==> config.mk <==
export PLATFORM = sky130hd
export DESIGN_NAME = output_limit_ctrl
export DESIGN_NICKNAME = d
export VERILOG_FILES = /design/src/rtl/output_limit_ctrl.sv
export SDC_FILE = /design/constraint.sdc
export NUM_CORES = 1
export LEC_CHECK = 0
export CORE_ASPECT_RATIO = 1.4
export CORE_UTILIZATION = 30
export DETAILED_ROUTE_END_ITERATION = 10
export DONT_BUFFER_PORTS = 1
export PLACE_DENSITY = 0.43
export SKIP_CTS_REPAIR_TIMING = 1
export SYNTH_ARGS = -nofsm -noshare
export SYNTH_HDL_FRONTEND = slang
export SYNTH_SLANG_ARGS = --single-unit
==> constraint.sdc <==
create_clock -name IFCLK -period 2.5 [get_ports IFCLK]
set_input_delay 0.5 -clock IFCLK [delete_from_list [all_inputs] [get_ports IFCLK]]
set_output_delay 0.5 -clock IFCLK [all_outputs]
set_load 0.01 [all_outputs]
==> src/rtl/output_limit_ctrl.sv <==
// output_limit_ctrl
// Sequences high-speed output reads against a host-registered word count.
// A one-cycle reg_output_limit pulse snapshots the output FIFO fill level
// into output_limit. The block then allows exactly that many word reads.
// With mode_limit low, the block passes reads straight through (bypass).
//
// Optional build macro: OUTPUT_LIMIT_MIN_EN
//   When defined, the block adds the output_limit_min port. In that build,
//   a fill level below the minimum registers as 0, which forces the host
//   to poll again.
module output_limit_ctrl #(
    parameter int                 LIMIT_W   = 16,
    parameter logic [LIMIT_W-1:0] MAX_LIMIT = 16'hFFFF
) (
    input  logic               IFCLK,
    input  logic               RESET_N,
    input  logic               mode_limit,
    input  logic               reg_output_limit,
    input  logic [LIMIT_W-1:0] fifo_words,
    input  logic               fifo_empty,
    input  logic               rd_en,
`ifdef OUTPUT_LIMIT_MIN_EN
    input  logic [LIMIT_W-1:0] output_limit_min,
`endif
    output logic [LIMIT_W-1:0] output_limit,
    output logic               output_limit_not_done,
    output logic               rd_allow,
    output logic               err_rd,
    output logic               err_reg_busy
);

    typedef enum logic [1:0] {
        S_IDLE   = 2'd0,
        S_ACTIVE = 2'd1,
        S_BYPASS = 2'd2
    } state_t;

    state_t             state_q, state_d;
    logic [LIMIT_W-1:0] output_limit_q, output_limit_d;
    logic [LIMIT_W-1:0] remaining_q, remaining_d;
    logic               not_done_q, not_done_d;
    logic               err_rd_q, err_rd_d;
    logic               err_reg_busy_q, err_reg_busy_d;

    logic [LIMIT_W-1:0] clamped_words;
    logic [LIMIT_W-1:0] snap;
    logic               rd_fire;

    // Snapshot value: the fill level, clamped to the cap (and zeroed below the minimum, if enabled)
    always_comb begin
        clamped_words = (fifo_words > MAX_LIMIT) ? MAX_LIMIT : fifo_words;
`ifdef OUTPUT_LIMIT_MIN_EN
        snap = (fifo_words >= output_limit_min) ? clamped_words : '0;
`else
        snap = clamped_words;
`endif
    end

    // Read permission: follows the FIFO in bypass, is gated by the remaining count when active, and is 0 when idle
    always_comb begin
        rd_allow = 1'b0;
        case (state_q)
            S_BYPASS: rd_allow = !fifo_empty;
            S_ACTIVE: rd_allow = (remaining_q != '0) && !fifo_empty;
            default:  rd_allow = 1'b0;
        endcase
    end

    assign rd_fire = rd_en && rd_allow;

    // Next-state logic: the mode-drop abort takes priority over all per-state handling
    always_comb begin
        state_d        = state_q;
        output_limit_d = output_limit_q;
        remaining_d    = remaining_q;
        not_done_d     = not_done_q;
        err_rd_d       = err_rd_q;
        err_reg_busy_d = err_reg_busy_q;

        // Error flags are sticky; only reset clears them
        if (rd_en && !rd_allow) begin
            err_rd_d = 1'b1;
        end
        if (reg_output_limit && (state_q == S_ACTIVE)) begin
            err_reg_busy_d = 1'b1;
        end

        if (!mode_limit) begin
            state_d     = S_BYPASS;
            remaining_d = '0;
            not_done_d  = 1'b0;
        end else begin
            case (state_q)
                S_BYPASS: begin
                    // A request that arrives on the return cycle is dropped, not deferred
                    state_d = S_IDLE;
                end
                S_IDLE: begin
                    if (reg_output_limit) begin
                        output_limit_d = snap;
                        remaining_d    = snap;
                        if (snap != '0) begin
                            state_d    = S_ACTIVE;
                            not_done_d = 1'b1;
                        end
                    end
                end
                S_ACTIVE: begin
                    // rd_fire implies remaining_q != 0, so the count cannot wrap
                    if (rd_fire) begin
                        remaining_d = remaining_q - 1'b1;
                        if (remaining_q == LIMIT_W'(1)) begin
                            not_done_d = 1'b0;
                            state_d    = S_IDLE;
                        end
                    end
                end
                default: begin
                    state_d     = S_IDLE;
                    remaining_d = '0;
                    not_done_d  = 1'b0;
                end
            endcase
        end
    end

    // State and output registers, with synchronous active-low reset
    always_ff @(posedge IFCLK) begin
        if (!RESET_N) begin
            state_q        <= S_IDLE;
            output_limit_q <= '0;
            remaining_q    <= '0;
            not_done_q     <= 1'b0;
            err_rd_q       <= 1'b0;
            err_reg_busy_q <= 1'b0;
        end else begin
            state_q        <= state_d;
            output_limit_q <= output_limit_d;
            remaining_q    <= remaining_d;
            not_done_q     <= not_done_d;
            err_rd_q       <= err_rd_d;
            err_reg_busy_q <= err_reg_busy_d;
        end
    end

    assign output_limit          = output_limit_q;
    assign output_limit_not_done = not_done_q;
    assign err_rd                = err_rd_q;
    assign err_reg_busy          = err_reg_busy_q;

endmodule

==> run_results.csv <==
group,metric,value,unit
run_status,status,"complete, no violations",
routing,final_antenna_net_count,0,
critical_path,worstPathRequired,2.00,ns
synthesis,synth-edff-count,0,
clock_tree,clk_pin_slew_worst_paths,0.08,ns
place,place.gp.congestion,0.788,
synthesis,async_flop_share,0,
layout,antenna_cells,0,
flow_run,cap_violations,0,
synthesis,synth_top_area_share,0.379,
layout,layout.cells.non_filler,323,
timing,drv_slew,0,
die,die_y,97.4,um
power,leakagePower,0.748,nW
place,dp.cells,315,
synthesis,synth_area,1950,sq um
clock_tree,cts_tree,"yes",
global_routing,antenna_found_initial,0,
global_routing,grt_pass1_vias,1749,
critical_path,path_class,"flop to output pin",
die,ioPinCount,42,
global_routing,grt_usage,0.173,
layout,final_net_count,277,
critical_path,worst_setup_path_start_kind,"flop",
power,switchingPower,532,uW
power,seqPwrFrac,0.445,
synthesis,synth.distinct_cells,43,
synthesis,syn_inst,251,
timing,skew,0.00691,ns
die,rows,34,
layout,final_cell_mix,"nand2_1 (54), dfxtp_1 (37), a21oi_1 (20), a21boi_0 (17), nor2_1 (14)",
layout,fin_util,0.339,
global_routing,grt-ovfl-total,0,
layout,final_area,2120,sq um
layout,mostFrequentLayoutCell,"nand2_1",
routing,wl_per_cell,17.7,um
timing,timing.final.crit_share,0.920,
timing,final_hold_viol_count,0,
synthesis,avgSynthCellArea,7.78,sq um
clock_tree,cts_made_buffers,5,
routing,vias,1768,
clock_tree,cts_max_level,2,
power,peakVddDrop,227,uV
timing,relSlewSlack,0.545,
synthesis,yosysSeqAreaShare,0.379,
critical_path,cp.arrival,1.80,ns
global_routing,grt_max_degree,24,
timing,fin_setup_tns,0,ns
synthesis,ys_warn_count,0,
synthesis,synthFlopType,"dfxtp_1",
power,power_frac_comb,0.271,
power,swShare,0.354,
place,placed_area,2030,sq um
routing,drt_wl_total,5.72,mm
clock_tree,clock_latency,0.30,ns
die,fp.coreArea,6250,sq um
die,die_w,70.2,um
timing,min_period,2.30,ns
power,clockPowerShare,0.284,
power,p_int,971,uW
die,initial_utilization,0.312,
global_routing,grt_pass1_wl,9.30,mm
synthesis,synth_seq_cells,37,
routing,first_iter_violations,72,
timing,grt_setup_unrepaired,"no",
timing,max_freq,435,MHz
place,dp_hpwl,4.26,mm
routing,drc,0,
layout,area.growth.synth_to_final,8.46,%
routing,routed_via_density,5.47,
layout,drive_gt1_frac,0.0837,
synthesis,yosys.area.top_type,"dfxtp_1",
clock_tree,root_buffer,"clkbuf_8",
clock_tree,clock_sink_count,37,
critical_path,cp-end-kind,"output pin",
synthesis,ys_top_cells_by_area,"dfxtp_1 (38%), nand2_1 (10%), a21boi_0 (6.5%)",
min_path,hold_path_class,"input port to flop",
routing,first_pass_iters,4,
timing,tightest_slew,0.676,ns
critical_path,crit_fanout,6,
place,port_buffers,0,
synthesis,synth_nets,278,
power,power.total,1.50,mW
power,powerDensity,710,nW/um^2
timing,setup_viol,0,
clock_tree,cts_max_path_buffers,2,
die,dieArea,6840,sq um
worst paths after layout:
path	startpoint	to	slack [ns]	cells after the start
worst max-delay path	remaining_q[0]	rd_allow	0.20	5
worst min-delay path	mode_limit	state_q[1]	0.29	1
worst max register to register	state_q[0]	remaining_q[12]	0.28	7
worst min register to register	remaining_q[15]	remaining_q[15]	0.50	2
Yosys cell counts, drive strengths merged, types with 3 or more instances:
library cell	count
a21oi	20
o21ai	16
a31oi	4
clkbuf	11
a21boi	18
nand3	4
buf	4
nor4	8
a22o	4
nor3	9
a211oi	3
dfxtp	37
nand2	54
nor2	14
inv	7
o31ai	5
ha	5
cell type report:
| cell class | count | area (sq um) |
|---|---|---|
| Clock buffer | 5 | 68.8 |
| Clock inverter | 3 | 17.5 |
| Fill cell | 706 | 4140 |
| Inverter | 7 | 26.3 |
| Multi-Input combinational cell | 192 | 1120 |
| Sequential cell | 37 | 741 |
| Tap cell | 72 | 90.1 |
| Timing Repair Buffer | 7 | 52.6 |
layer usage:
metal,up-vias,part of all wire,routed length [um],track usage
li1,894,-,-,-
met1,818,0.42,2420,0.206
met2,47,0.50,2870,0.295
met3,9,0.054,306,0.0425
met4,0,0.021,121,0.0631
met5,-,0,0,0
critical path: stages, from the launching register on:
cell	delay, ns
dfxtp_1	0.35
inv_1	0.09
ha_1	0.20
or3b_2	0.51
o21ai_0	0.18
a21oi_1	0.17
kinds of logic (layout without fill, tap and decap cells):
family / count (synthesis) / count (layout) / synth area share
mux: 1 / 1 / 0.00513
fa+ha+maj: 5 / 5 / 0.0321
buf+inv: 22 / 22 / 0.0462
compound gates: 80 / 80 / 0.271
flops: 37 / 37 / 0.379
xor+xnor: 2 / 2 / 0.00898
simple gates: 104 / 104 / 0.258
power groups by stage:
stage          clock, mW  sequential (mW)  combinational (mW)
2_1_floorplan          0            0.673               0.312
3_3_place_gp           0            0.683               0.410
3_5_place_dp           0            0.683               0.405
4_1_cts            0.437            0.669               0.408
5_1_grt            0.465            0.674               0.450
6_report           0.428            0.669               0.407
flip-flops by register name, summed over array words and instances, names as in the netlist:
signal	flops
output_limit	16
remaining_q	16
state_q	2
err_rd	1
err_reg_busy	1
output_limit_not_done	1
metrics by stage:
step	hold slack (ns)	setup slack [ns]
2_1_floorplan	0.454	0.572
3_3_place_gp	0.484	0.309
3_5_place_dp	0.489	0.344
4_1_cts	0.288	0.205
5_1_grt	0.298	0.0609
6_report	0.289	0.200
Note: power is estimated with default switching activity, not from simulation.
